$ cat config.mk
export PLATFORM = sky130hd
export DESIGN_NAME = conv2_pool_relu
export DESIGN_NICKNAME = d
export VERILOG_FILES = /design/src/rtl/cnn_pkg.sv /design/src/rtl/pool2_channel.sv /design/src/rtl/conv2_pool_relu.sv
export SDC_FILE = /design/constraint.sdc
export NUM_CORES = 1
export LEC_CHECK = 0
export CAP_MARGIN = 20
export CORE_MARGIN = 2
export CORE_UTILIZATION = 50
export DETAILED_ROUTE_END_ITERATION = 12
export HOLD_SLACK_MARGIN = 0.15
export PLACE_DENSITY_LB_ADDON = 0.15
export SLEW_MARGIN = 20
export SYNTH_ARGS = -nofsm -noshare
export SYNTH_HDL_FRONTEND = slang
export SYNTH_SLANG_ARGS = --single-unit
$ cat constraint.sdc
create_clock -name clk -period 8.2 [get_ports clk]
set_input_delay 0.82 -clock clk [delete_from_list [all_inputs] [get_ports clk]]
set_output_delay 0.82 -clock clk [all_outputs]
set_load 0.01 [all_outputs]
$ cat src/rtl/cnn_pkg.sv
// cnn_pkg
// Shared constants for the CNN datapath: pixel width and the conv2 / pool2
// feature-map geometry, plus the ReLU helper used by the layer stages.
// No ports; imported by the conv2 pooling stage and its channel slices.
package cnn_pkg;

  localparam int DATA_BITS   = 12;
  localparam int CONV2_OUT_W = 10;
  localparam int CONV2_OUT_H = 10;
  localparam int POOL2_OUT_W = 5;
  localparam int POOL2_OUT_H = 5;

  // Negative two's-complement values clamp to zero; positives pass unchanged.
  function automatic logic [DATA_BITS-1:0] relu(input logic [DATA_BITS-1:0] x);
    return x[DATA_BITS-1] ? '0 : x;
  endfunction

endpackage

$ cat src/rtl/pool2_channel.sv
// pool2_channel
// One channel of the ReLU + 2x2 max-pool datapath. Holds the even-column pixel
// (pair register), a line buffer of per-window maxima from the even row, and
// the registered pooled output. Control strobes come from the shared decode in
// the top level, so all channels move in lockstep.
// Ports:
//   clk, rst_n   clock, asynchronous active-low reset
//   pairWe_i     capture ReLU'd pixel (even column beat)
//   lineWe_i     write max(pair, pixel) into the line buffer (odd col, even row)
//   outWe_i      capture the window maximum into the output (odd col, odd row)
//   lineIdx_i    window column index (col >> 1)
//   pixel_i      signed input pixel
//   pool_o       registered pooled pixel, never negative
module pool2_channel import cnn_pkg::*; #(
  parameter int WIDTH     = CONV2_OUT_W,
  parameter int DATA_BITS = cnn_pkg::DATA_BITS,
  parameter int IW        = (WIDTH / 2 > 1) ? $clog2(WIDTH / 2) : 1
) (
  input  logic                 clk,
  input  logic                 rst_n,
  input  logic                 pairWe_i,
  input  logic                 lineWe_i,
  input  logic                 outWe_i,
  input  logic [IW-1:0]        lineIdx_i,
  input  logic [DATA_BITS-1:0] pixel_i,
  output logic [DATA_BITS-1:0] pool_o
);

  localparam int DEPTH = WIDTH / 2;

  // After ReLU every value is non-negative, so a plain unsigned compare is exact.
  function automatic logic [DATA_BITS-1:0] maxU(input logic [DATA_BITS-1:0] a,
                                                 input logic [DATA_BITS-1:0] b);
    return (a > b) ? a : b;
  endfunction

  logic [DATA_BITS-1:0] pairQ;
  logic [DATA_BITS-1:0] lineQ [DEPTH];
  logic [DATA_BITS-1:0] poolQ;

  logic [DATA_BITS-1:0] reluVal;
  logic [DATA_BITS-1:0] pairMax;
  logic [DATA_BITS-1:0] poolD;

  always_comb begin
    reluVal = pixel_i[DATA_BITS-1] ? '0 : pixel_i;
    pairMax = maxU(pairQ, reluVal);
    poolD   = maxU(lineQ[lineIdx_i], pairMax);
  end

  // The line buffer entry is always written on the even row before the odd row
  // reads it, so back-to-back frames never see stale data from the previous frame.
  always_ff @(posedge clk or negedge rst_n) begin
    if (!rst_n) begin
      pairQ <= '0;
      poolQ <= '0;
      for (int i = 0; i < DEPTH; i++) lineQ[i] <= '0;
    end else begin
      if (pairWe_i) pairQ <= reluVal;
      if (lineWe_i) lineQ[lineIdx_i] <= pairMax;
      if (outWe_i)  poolQ <= poolD;
    end
  end

  assign pool_o = poolQ;

endmodule

$ cat src/rtl/conv2_pool_relu.sv
// conv2_pool_relu
// Downstream stage of conv2: ReLU followed by non-overlapping 2x2 max-pooling on
// three lockstep raster-order channels (WIDTH x HEIGHT -> WIDTH/2 x HEIGHT/2).
// Ports:
//   clk, rst_n                 clock, asynchronous active-low reset
//   valid_in                   input beat valid; counters advance only on it
//   conv_in_1..3               signed input pixels
//   pool_out_1..3              registered pooled pixels, held between pulses
//   valid_out                  one-cycle pulse per pooled pixel, 1 clk after
//                              the window's bottom-right beat
//   frame_last                 high with valid_out on the frame's last window
module conv2_pool_relu import cnn_pkg::*; #(
  parameter int WIDTH     = CONV2_OUT_W,
  parameter int HEIGHT    = CONV2_OUT_H,
  parameter int DATA_BITS = cnn_pkg::DATA_BITS
) (
  input  logic                 clk,
  input  logic                 rst_n,
  input  logic                 valid_in,
  input  logic [DATA_BITS-1:0] conv_in_1,
  input  logic [DATA_BITS-1:0] conv_in_2,
  input  logic [DATA_BITS-1:0] conv_in_3,
  output logic [DATA_BITS-1:0] pool_out_1,
  output logic [DATA_BITS-1:0] pool_out_2,
  output logic [DATA_BITS-1:0] pool_out_3,
  output logic                 valid_out,
  output logic                 frame_last
);

  if ((WIDTH % 2) != 0) begin : gBadWidth
    $error("conv2_pool_relu: WIDTH must be even");
  end
  if ((HEIGHT % 2) != 0) begin : gBadHeight
    $error("conv2_pool_relu: HEIGHT must be even");
  end

  localparam int CW = (WIDTH  > 1) ? $clog2(WIDTH)  : 1;
  localparam int RW = (HEIGHT > 1) ? $clog2(HEIGHT) : 1;
  localparam int IW = (WIDTH / 2 > 1) ? $clog2(WIDTH / 2) : 1;
  localparam logic [CW-1:0] COL_LAST = CW'(WIDTH - 1);
  localparam logic [RW-1:0] ROW_LAST = RW'(HEIGHT - 1);

  logic [CW-1:0] colQ, colD;
  logic [RW-1:0] rowQ, rowD;
  logic          validOutQ, frameLastQ;

  logic          pairWe, lineWe, outWe, lastPix;
  logic [IW-1:0] lineIdx;

  // Raster position: column wraps into a row increment, and the final pixel
  // of the frame wraps both so the next beat is (0,0) without any bubble.
  always_comb begin
    colD = colQ;
    rowD = rowQ;
    if (valid_in) begin
      if (colQ == COL_LAST) begin
        colD = '0;
        rowD = (rowQ == ROW_LAST) ? '0 : rowQ + 1'b1;
      end else begin
        colD = colQ + 1'b1;
      end
    end
  end

  // Column parity picks the pair/combine step; row parity picks whether the
  // combined pair goes to the line buffer or completes a window.
  always_comb begin
    pairWe  = valid_in & ~colQ[0];
    lineWe  = valid_in &  colQ[0] & ~rowQ[0];
    outWe   = valid_in &  colQ[0] &  rowQ[0];
    lastPix = (colQ == COL_LAST) && (rowQ == ROW_LAST);
    lineIdx = IW'(colQ >> 1);
  end

  always_ff @(posedge clk or negedge rst_n) begin
    if (!rst_n) begin
      colQ       <= '0;
      rowQ       <= '0;
      validOutQ  <= 1'b0;
      frameLastQ <= 1'b0;
    end else begin
      colQ       <= colD;
      rowQ       <= rowD;
      validOutQ  <= outWe;
      frameLastQ <= outWe & lastPix;
    end
  end

  assign valid_out  = validOutQ;
  assign frame_last = frameLastQ;

  pool2_channel #(.WIDTH(WIDTH), .DATA_BITS(DATA_BITS), .IW(IW)) uCh1 (
    .clk(clk), .rst_n(rst_n), .pairWe_i(pairWe), .lineWe_i(lineWe), .outWe_i(outWe),
    .lineIdx_i(lineIdx), .pixel_i(conv_in_1), .pool_o(pool_out_1)
  );

  pool2_channel #(.WIDTH(WIDTH), .DATA_BITS(DATA_BITS), .IW(IW)) uCh2 (
    .clk(clk), .rst_n(rst_n), .pairWe_i(pairWe), .lineWe_i(lineWe), .outWe_i(outWe),
    .lineIdx_i(lineIdx), .pixel_i(conv_in_2), .pool_o(pool_out_2)
  );

  pool2_channel #(.WIDTH(WIDTH), .DATA_BITS(DATA_BITS), .IW(IW)) uCh3 (
    .clk(clk), .rst_n(rst_n), .pairWe_i(pairWe), .lineWe_i(lineWe), .outWe_i(outWe),
    .lineIdx_i(lineIdx), .pixel_i(conv_in_3), .pool_o(pool_out_3)
  );

endmodule

# Yosys cells after proc, flatten, opt, wreduce, memory -nomap -nowiden
# Index checks and enable logic that the tools add are counted.
# W data, S select, Z words.
[totals]
reg_bits = 262
latchBits = 0
ram_bits = 0
rom_bits = 0
input_bits = 39
output_inout_bits = 38
n_memories = 0
[classes]
addsub = 2
mul = 0
n_div = 0
order_cmp = 8
n_eq_ne = 2
shift = 0
n_mux = 25
bitwise_logic = 8
n_reduce_logical = 3
[ops]
columns = ["op", "count"]
rows = [
  ["$bwmux W60", 3],
  ["$mux W12", 13],
  ["$bmux W12 S3", 3],
  ["$gt A12 B12 Y1", 6],
  ["$demux W12 S3", 1],
  ["$mux W11", 3],
  ["$add A4 B1 Y4 const B", 2],
  ["$eq A4 B4 Y1 const B", 2],
  ["$mux W4", 2],
  ["$and A1 B1 Y1", 5],
  ["$ge A4 B4 Y1 const B", 1],
  ["$lt A4 B1 Y1 const B", 1],
  ["$not A3 Y4", 1],
  ["$logic_and A1 B1 Y1", 2],
  ["$not A1 Y1", 2],
  ["$reduce_and A2 Y1", 1],
]

# Depth between registers and ports, before layout
[logic_depth]
word_depth = 6
ltp_mapped = 19
depth_no_buf = 16

# Cells and area by module
# From an unflattened synthesis, not the netlist that was laid out.
[unflattened]
cells_unflattened = 1345
area_unflattened_um2 = 13510.5
[modules_own_cells]
columns = ["module", "n_inst", "cells_each", "area_each_um2", "seq_area_each_um2"]
rows = [
  ["pool2_channel at uCh1", 1, 448, 4429.2, 1926.8],
  ["pool2_channel at uCh3", 1, 439, 4334.2, 1926.8],
  ["pool2_channel at uCh2", 1, 416, 4265.3, 1926.8],
  ["conv2_pool_relu", 1, 42, 481.7, 250.2],
]

# Worst setup path before layout
# No wires, ideal clock.
[synth_timing]
kind = "input-to-reg"
startpoint = "input port conv_in_3[11]"
endpoint = "register uCh3.poolQ[10], in the netlist uCh3.pool_o[10]"
setup_ps = 126
t_arrival_ps = 4227
required_ps = 8074
path_slack_ps = 3847
stages = 18
n_path_buf = 3
cell_sequence = "clkbuf_1 > nor2b_1 > inv_1 > ha_1 > a21oi_1 > nor3_1 > a2111oi_0 > buf_2 > a21oi_1 > a21oi_4 > ha_1 > a211oi_1 > nor2_1 > o21bai_1 > a31oi_1 > clkbuf_1 > a211oi_1 > o21ai_1"
[synth_between]
elab_chain_len = 5
[synth_rtl]
columns = ["element", "line_no", "source"]
rows = [
  ["start: declaration", "conv2_pool_relu.sv:22", "input logic [DATA_BITS-1:0] conv_in_3,"],
  ["$mux W11 *", "pool2_channel.sv:46", "reluVal = pixel_i[DATA_BITS-1] ? '0 : pixel_i;"],
  ["$gt A12 B12 Y1", "pool2_channel.sv:34", "return (a > b) ? a : b;"],
  ["$mux W12 *", "pool2_channel.sv:34", ""],
  ["$gt A12 B12 Y1", "pool2_channel.sv:34", ""],
  ["$mux W12 *", "pool2_channel.sv:34", ""],
  ["end signal: assignment", "pool2_channel.sv:61", "if (outWe_i) poolQ <= poolD;"],
  ["end: declaration", "pool2_channel.sv:39", "logic [DATA_BITS-1:0] poolQ;"],
]
# Every way passes the cells marked *; elsewhere a longest branch is shown, timed or not.
# A chain may end at the register's enable or synchronous reset.

# Final worst setup path
[layout_timing]
startpoint = "input port conv_in_1[11]"
endpoint = "register uCh1.poolQ[0], in the netlist uCh1.pool_o[0]"
[layout_between]
elab_chain_len = 5
[layout_rtl]
columns = ["element", "line_no", "source"]
rows = [
  ["start: declaration", "conv2_pool_relu.sv:20", "input logic [DATA_BITS-1:0] conv_in_1,"],
  ["$mux W11 *", "pool2_channel.sv:46", ""],
  ["$gt A12 B12 Y1", "pool2_channel.sv:34", ""],
  ["$mux W12 *", "pool2_channel.sv:34", ""],
  ["$gt A12 B12 Y1", "pool2_channel.sv:34", ""],
  ["$mux W12 *", "pool2_channel.sv:34", ""],
  ["end signal: assignment", "pool2_channel.sv:61", ""],
  ["end: declaration", "pool2_channel.sv:39", ""],
]
# Marked as above.

==> flow_summary.yaml <==
timing:
  slew_headroom_pct: 25.2
  rsz0062_at_grt: "false"
  skew_ns: 0.00716
  tightest_slew_ns: 1.12
  fin_ws_ns: 2.68
  finalSetupViolCount: 0
  final.period_utilization_pct: 67.4
  whs_ns: 0.286
  slew_violations: 0
  tns_ns: 0
  hold_viol_final: 0
  timing.fmax_ghz: 0.181
  period_needed_ns: 5.52
route:
  wl_per_cell_microns: 18.4
  vias: 9653
  drc: 0
  first_pass_iters: 5
  drt_iter0_drc: 636
  wirelength_mm: 30.9
  drtAntennaViolNets: 0
  routed_via_density: 5.73
clock_tree:
  ctsHoldBuffers: 0
  clock_latency_ns: 0.53
  numCtsBuffers: 27
  htree_levels: 1
  cts-root-buf: "clkbuf_16"
  post_cts_buffers: 0
  clkSlewWorstSetupHoldPaths_ns: 0.06
  cts_resized: 0
  clk_path_buf_depth: 3
  cts.sinks: 241
  cts_tree: "built"
synth:
  netlist_top_cells_count: "dfrtp_1 (241), a21oi_1 (182), nand2_1 (139), nor2_1 (139), o21ai_0 (90)"
  yosysTopAreaCell: "dfrtp_1"
  synth.most_common_cell: "dfrtp_1"
  syn-instance-count: 1301
  ys_seq_elements: 241
  synthArstFlopShare_pct: 100
  synthFlopType: "dfrtp_1"
  ys_seq_area_share_pct: 47.5
  netlist_area_sq_mm: 0.0127
  syn_area_per_cell_sq_um: 9.75
  synth_edf_count: 0
  synth.area.top_cells: "dfrtp_1 (48%), a21oi_1 (7.2%), ha_1 (6.5%)"
  synth_top_area_share_pct: 47.5
  yosysWarningCount: 0
  synth.distinct_cells: 58
grt:
  overflow: 0
  grt_antenna_before_repair: 0
  grt_max_degree: 107
  track_usage_pct: 24.2
  grt_pass1_wl_mm: 51.5
  grt_pass1_vias: 9668
  busiest_layer: "met2"
  use_met2_pct: 39.1
  use_met3_pct: 3.43
  met1_usage_pct: 35.2
power:
  p_int_w: 0.00391
  p_comb_share_pct: 51.5
  p_leak_nw: 6.20
  ir_worst_vdd_v: 0.000275
  clockPowerShare_pct: 18.0
  swShare_pct: 42.3
  seqPwrFrac_pct: 30.5
  power_density_mw_per_mm2: 467
  p_sw_w: 0.00286
critical_path:
  max_stage_delay_ns: 0.84
  path_cells: "clkdlybuf4s50_1 -> nor2b_1 -> inv_1 -> ha_1 -> nand3_1 -> or3_1 -> a21bo_2 -> a21oi_2 -> ha_1 -> nand3_1 -> nor3_1 -> a2111oi_2 -> a31oi_1 -> a21o_1 -> o21ai_0"
  r2r_start: "uCh1.pairQ[9]"
  slowest_stage: "a31oi_1"
  startpoint_type: "input port"
  r2r_slack_ns: 3.68
  arrival_ns: 5.93
  crit_start: "conv_in_1[11]"
  reg2reg_depth: 12
  worst-setup-path-type: "in -> reg"
  worstReg2RegEnd: "uCh1.pool_o[0]"
  cp.required_ns: 8.60
  endpoint: "uCh1.pool_o[0]"
  worstPathMaxFanout: 22
  end_kind: "flip-flop"
worst_hold_path:
  hold_path.class: "in -> async"
place:
  io_buffer_count: 73
  gp_congestion: 0.870
  pre_cts_ws_ns: 2.20
  dp_hpwl_mm: 20.3
die:
  pin_count: 77
  start_util_pct: 50.7
  core_sq_mm: 0.0250
  die_y_microns: 163
  die_w_microns: 163
  rows: 58
  die-area_sq_mm: 0.0267
cells_and_area:
  drive_above_1_share_pct: 11.7
  fin_nets: 1439
  n_antenna_cell: 0
  syn_to_final_growth_pct: 14.3
  fin_util_pct: 58.0
status:
  status: "complete, no violations"
run:
  drv_cap: 0
stage by stage:
step | instance area [sq um] | total power [W] | instances
after floorplan | 12700 | 0.00462 | 1303
after detailed placement | 13600 | 0.00555 | 1634
after global placement | 13600 | 0.00548 | 1634
after global routing | 14500 | 0.00735 | 1684
final | 14500 | 0.00677 | 1684
after CTS | 14500 | 0.00680 | 1683
layer usage:
metal / share of wire [%] / wire length (microns) / vias up
met5: 0 / 0 / -
met4: 1.3 / 389 / 0
met3: 4.7 / 1440 / 26
met2: 47 / 14400 / 213
met1: 47 / 14700 / 4747
li1: - / - / 4667
power by group through the flow:
stage,sequential (W),clock [W],combinational (W)
2_1_floorplan,0.00198,0,0.00264
3_3_place_gp,0.00207,0,0.00341
3_5_place_dp,0.00208,0,0.00347
4_1_cts,0.00207,0.00125,0.00348
5_1_grt,0.00214,0.00129,0.00392
6_report,0.00206,0.00122,0.00349
worst min-delay path by stage:
stage,from,to,slack [ns],cells after the start
after floorplan,uCh1.lineQ[13],uCh1.lineQ[13],0.44,2
after global routing,rst_n,uCh2.lineQ[3],0.35,1
after detailed placement,uCh2.pool_o[7],uCh2.pool_o[7],0.47,2
after CTS,rst_n,uCh2.lineQ[3],0.34,1
after global placement,uCh1.lineQ[13],uCh1.lineQ[13],0.46,2
final,rst_n,uCh2.lineQ[3],0.29,1
flip-flops by register name, summed over array words and instances, names as in the netlist, 4 cells and up:
name,cells
colQ,4
rowQ,4
uCh1.lineQ,55
uCh1.pairQ,11
uCh1.pool_o,11
uCh2.lineQ,55
uCh2.pairQ,11
uCh2.pool_o,11
uCh3.lineQ,55
uCh3.pairQ,11
uCh3.pool_o,11
cell usage in the layout (no fill, tap or decap), types with 4 or more instances in the layout:
cell type / n
clkbuf_16: 27
a21oi_1: 182
a21o_1: 5
a211oi_1: 28
nor2b_1: 42
buf_4: 17
nor2_1: 138
a21oi_4: 10
o21ai_0: 89
inv_1: 41
dfrtp_1: 239
nand2_1: 139
ha_1: 66
mux4_2: 33
o21ai_1: 47
clkinv_2: 12
nand4_1: 8
a211oi_2: 7
nand3_1: 14
clkdlybuf4s50_1: 72
a22o_1: 31
a21oi_2: 20
nor3_1: 9
clkbuf_8: 4
o211ai_1: 6
layout make-up:
class | instances | area (sq um)
Clock buffer | 34 | 742
Clock inverter | 15 | 150
Fill cell | 2225 | 10500
Inverter | 43 | 161
Multi-Input combinational cell | 930 | 6120
Sequential cell | 241 | 6030
Tap cell | 330 | 413
Timing Repair Buffer | 91 | 891
worst max-delay path, delay by kind of cell:
| kind | cells | cell delay [ns] |
|---|---|---|
| simple gates | 5 | 1.61 |
| compound gates | 6 | 2.11 |
| buf+inv | 2 | 0.72 |
| fa+ha+maj | 2 | 0.66 |
logic make-up (layout without fill, tap and decap cells):
logic type,after synthesis,count (layout),synth area share [%]
AO/OA/AOI/OAI,450,450,22.0
AND/OR/NAND/NOR,370,370,12.8
flip-flops,241,241,47.5
buffers and inverters,132,183,4.66
adder cells (fa/ha/maj),66,66,6.51
multiplexers,36,36,6.11
XOR/XNOR,5,5,0.345
other,1,3,0.0295
Power figures use the tool's default switching activity.
==> variant 1, RTL diff (config.mk and constraints unchanged) <==
Put a register stage on the output `pool_out_3`. The value now appears one clock later. The other outputs are not delayed to match.
--- a/src/rtl/conv2_pool_relu.sv
+++ b/src/rtl/conv2_pool_relu.sv
@@ -27,4 +27,6 @@
   output logic                 frame_last
 );
+
+  logic [DATA_BITS-1:0] pool_out_3_d;
 
   if ((WIDTH % 2) != 0) begin : gBadWidth
@@ -102,6 +104,10 @@
   pool2_channel #(.WIDTH(WIDTH), .DATA_BITS(DATA_BITS), .IW(IW)) uCh3 (
     .clk(clk), .rst_n(rst_n), .pairWe_i(pairWe), .lineWe_i(lineWe), .outWe_i(outWe),
-    .lineIdx_i(lineIdx), .pixel_i(conv_in_3), .pool_o(pool_out_3)
+    .lineIdx_i(lineIdx), .pixel_i(conv_in_3), .pool_o(pool_out_3_d)
   );
+
+  always_ff @(posedge clk) begin
+    pool_out_3 <= pool_out_3_d;
+  end
 
 endmodule
Check against the original RTL: same outputs for any inputs over 10 cycles, from zero or initial values and one cycle with rst_n low; that may be too few to reach the edited logic, so the function may still have changed.
==> variant 1 against the original RTL <==
Sequential share of layout area grew 0.40 points. Total power grew 3.7%. Synthesized cell count grew 0.46%. First-iteration DRC count shrank 8.0%. Critical endpoint is now uCh1.pool_o[8]. Sequential cell count grew 11. Count of clock-buffer cells in the layout grew 10. Hold slack gained 0.039 ns. Core utilization shrank 0.46 points. Routed wire length shrank 1.8%. Die area grew 3.1%. Area after synthesis grew 3.2%. Cell area grew 2.7%. Global-route usage shrank 1.8 points. Setup slack lost 0.22 ns.
==> variant 1: results (changes against the original RTL) <==
Placement:
- The number of placed cells counting well taps is 1641 (+0.43%).
- The worst setup slack after placement is 2.01 ns (-0.191 ns).
- The placement-stage cell area is 0.0139 sq mm (+2.6%).
- The HPWL after detailed placement came to 20300 microns (about the same).
- The final estimated routing congestion in global placement is 0.844 (-2.9%).

Layout:
- The net count of the finished layout is 1443 (+0.28%).
- The number of cells in the finished layout apart from fillers is 1693 (+0.53%).
- The largest registers in the layout are uCh1.lineQ (55), uCh2.lineQ (55), uCh3.lineQ (55).
- The fraction of final layout cells with drive strength greater than 1 is 12.6% (+0.92 points).
- The total of fill cells in the finished design is 2220 (-0.22%).

Logic synthesis:
- The fraction of synthesized area in multiplexers is 5.94% (-0.18 points).
- In the post-synthesis netlist, the biggest area contributors are dfrtp_1, a21oi_1, ha_1.
- The xor/xnor cell area share of the yosys netlist is 0.268% (-0.077 points).
- The count of distinct cell types in the synthesized netlist was 59 (+1.7%).
- The share of the synthesized area in compound gates (AO/OA/AOI/OAI) was 22.5% (+0.44 points).
- The yosys synthesis warning count is 0 (unchanged).
- Counting instances in the post-synthesis netlist gives the leading cell types as dfrtp_1, a21oi_1, nor2_1.
- The number of standard cells after synthesis is 1307 (+0.46%).
- The sequential cell area fraction in the yosys report is 47.7% (+0.23 points).
- The top-area cell type share of the netlist area is 46.1% (-1.5 points).
- The share of flip-flops with an asynchronous set or reset is 95.6% (-4.4 points).
- The fraction of the mapped netlist area in adder cells came to 6.31% (-0.20 points).

Worst setup path:
- In this run the critical register-to-register path is launched from uCh1.pairQ[5].
- The data arrival time at the worst-slack endpoint came to 6.20 ns (+0.27 ns).
- The worst stage delay on the critical path is 0.78 ns (-0.06 ns).
- The most critical setup path has its endpoint at uCh1.pool_o[8].
- The depth of the worst register-to-register path is 13 (+1).
- The setup slack of the most critical reg-to-reg path is 3.42 ns (-0.26 ns).

Drt:
- The aggregate routed wire length is 30400 microns (-1.8%).
- The DRC marker count from the first detailed-route iteration is 585 (-8.0%).
- The number of vias per cell came to 5.68 (-0.88%).

Timing:
- The clock skew was 0.0172 ns (+0.0100 ns).
- The final worst hold slack came to 0.325 ns (+0.0387 ns).
- The slew at the pin with the worst max-slew slack came to 1.03 ns (-0.0831 ns).
- The portion of the clock cycle consumed by the worst path in the final layout is 70.0% (+2.6 points).

Pwr:
- The leakage power is 6.27 nW (+1.2%).
- The highest ir drop seen on vdd is 0.271 mV (-1.3%).

Clock network:
- The CTS buffer count came to 29 (+7.4%).

Global route:
- The via count of the first global-routing pass was 9702 (+0.35%).
- The wire length of the first global-routing pass is 50700 microns (-1.6%).
- The pin count of the biggest net entering global routing came to 142 (+33%).
- The global routing usage summed across all routing layers is 22.3% (-1.8 points).

Outcome:
- The flow ran to the end, and the final reports show no timing, DRC or antenna violations.
## variant 1: per-layer routing
metal,wire length (microns),GRT usage (%),vias to the layer above,part of all wire (%)
li1,-,-,4687,-
met1,14200,31.3,4703,47
met2,14300,36.8,181,47
met3,1250,3.53,48,4.1
met4,654,5.41,0,2.2
met5,0,0,-,0
## variant 1: power by group
part           internal, W  switching, W  leakage, nW
combinational      0.00151       0.00204         2.77
sequential         0.00184      0.000362         3.05
clock             0.000772      0.000502        0.448
## variant 1: area by class of cell
cell class	count	area [sq um]	area share [%]
Clock buffer	44	812	5.45
Multi-Input combinational cell	928	6290	42.2
Timing Repair Buffer	86	853	5.73
Sequential cell	252	6250	42.0
Clock inverter	7	116	0.781
Tap cell	335	419	2.81
Inverter	41	154	1.03
==> variant 2, RTL diff (config.mk and constraints unchanged) <==
Without the edit above. The package constant `DATA_BITS` goes from 12 to 6.
--- a/src/rtl/cnn_pkg.sv
+++ b/src/rtl/cnn_pkg.sv
@@ -5,5 +5,5 @@
 package cnn_pkg;
 
-  localparam int DATA_BITS   = 12;
+  localparam int DATA_BITS   = 6;
   localparam int CONV2_OUT_W = 10;
   localparam int CONV2_OUT_H = 10;
Interface: changed (6 resized); port bits go from 77 to 41. No check against the original RTL was run, so the function may have changed too.
==> variant 2 against the original RTL <==
Hold slack better by 0.057 ns. Routed wire length down 57%. Area after synthesis down 53%. First-iteration DRC count down 58%. Setup slack better by 1.5 ns. Sequential cell count down 126. Die area down 52%. Total power down 55%. Cell area down 52%. Largest cell class is now flip-flops and latches. Largest power group unchanged.
==> variant 2: results (changes against the original RTL) <==
Worst setup path:
- Among all stages on the critical path, the largest delay is contributed by clkdlybuf4s50_1.
- The setup slack of the most critical reg-to-reg path is 4.84 ns (+1.16 ns).
- The critical path starts at conv_in_3[5].
- The destination of the critical timing path is uCh3.pool_o[4].
- The data arrival time at the worst-slack endpoint is 4.30 ns (-1.63 ns).
- The startpoint identified for the worst register-to-register timing path is colQ[1].
- The maximum fanout count along the critical path was 8 (-64%).
- The reg-to-reg critical path endpoint is uCh2.pool_o[4].

Clock network:
- The number of levels in the clock H-tree is 4 (+3).
- The CTS buffer count is 17 (-37%).
- The clock tree buffer depth is 2 (-1).
- The clock-pin slew on the worst setup and hold paths is about 0.050 ns.

Timing:
- The clock skew is 0.00733 ns (+0.000172 ns).
- The worst slew margin relative to its limit is 31.0% (+5.7 points).

Logic synthesis:
- The commonest cells after synthesis are dfrtp_1, nand2_1, o21ai_0.
- The sequential cell area fraction in the yosys report was 48.0% (+0.51 points).
- The fraction of synthesized area in multiplexers is 6.35% (+0.24 points).
- The count of distinct cell types in the synthesized netlist is 59 (+1.7%).
- The xor/xnor cell area share of the yosys netlist came to 0.439% (+0.093 points).
- The share of the synthesized area in compound gates (AO/OA/AOI/OAI) is 20.2% (-1.9 points).
- The fraction of the mapped netlist area in adder cells is 6.26% (-0.24 points).
- By area the synthesized netlist is led by dfrtp_1, ha_1, o21ai_0.

Global route:
- The global routing usage summed across all routing layers was 22.4% (-1.8 points).
- The via count of the first global-routing pass was 4567 (-53%).
- The wire length of the first global-routing pass is 22300 microns (-57%).
- The pin count of the biggest net entering global routing is 85 (-21%).

Placement:
- The number of port buffers came to 37 (-49%).
- The final estimated routing congestion in global placement is 0.875 (+0.57%).
- The HPWL after detailed placement is 9020 microns (-56%).

Pwr:
- The clock network power is 0.000663 W (-46%).
- The power spent charging and discharging nets is 0.00120 W (-58%).
- The share of total power consumed by net switching is 39.2% (-3.1 points).
- The highest ir drop seen on vdd was 0.211 mV (-23%).
- The leakage power is 3.09 nW (-50%).
- The sequential logic power is 0.000980 W (-52%).

Drt:
- The number of vias per cell is 5.63 (-1.8%).
- The aggregate routed wire length is 13300 microns (-57%).
- The first-pass detailed-route iteration total came to 4 (-1).

Layout:
- The fraction of final layout cells with drive strength greater than 1 was 11.3% (-0.32 points).
- The net count of the finished layout is 700 (-51%).
- The largest registers in the layout are uCh1.lineQ (25), uCh2.lineQ (25), uCh3.lineQ (25).

Outcome:
- The run finished with clean final reports.
[variant 2: metal layers]
metal	GRT usage [%]	vias up	wire [microns]
met2	36.0	88	6550
met3	5.84	15	561
met1	29.2	2197	6020
li1	-	2227	-
met5	0	-	0
met4	8.70	0	211
[variant 2: how the worst min path moves through the flow]
stage,start,endpoint,slack [ns],cells past startpoint
finish,rst_n,uCh1.pairQ[2],0.34,1
detailed placement,uCh2.lineQ[12],uCh2.lineQ[12],0.47,2
CTS,rst_n,uCh1.pairQ[3],0.35,1
global placement,uCh2.lineQ[13],uCh2.lineQ[13],0.46,2
floorplan,uCh1.lineQ[12],uCh1.lineQ[12],0.44,2
global route,rst_n,uCh1.pairQ[2],0.37,1
[variant 2: final cells by class]
| type | count | area (sq um) |
|---|---|---|
| clock buffers | 26 | 509 |
| fillers | 1009 | 4590 |
| clock inverters | 5 | 25.0 |
| well taps | 143 | 179 |
| flip-flops and latches | 115 | 2880 |
| inverters | 28 | 105 |
| repair buffers | 45 | 435 |
| multi-input cells | 442 | 2840 |
[variant 2: per-stage QoR]
step                      setup slack, ns  std cells  area [sq um]  util, %
after floorplan                      4.69        619          6000        -
after global placement               3.92        772          6420     55.5
after detailed placement             3.81        773          6430     55.6
after CTS                            4.23        804          6970     60.2
after global routing                 3.91        804          6970     60.3
final                                4.22        804          6970     60.3
[variant 2: critical path, delay by kind of cell]
family | cells | cell delay (ns)
AO/OA/AOI/OAI | 6 | 1.38
adder cells (fa/ha/maj) | 2 | 0.59
buffers and inverters | 2 | 0.57
AND/OR/NAND/NOR | 4 | 0.92
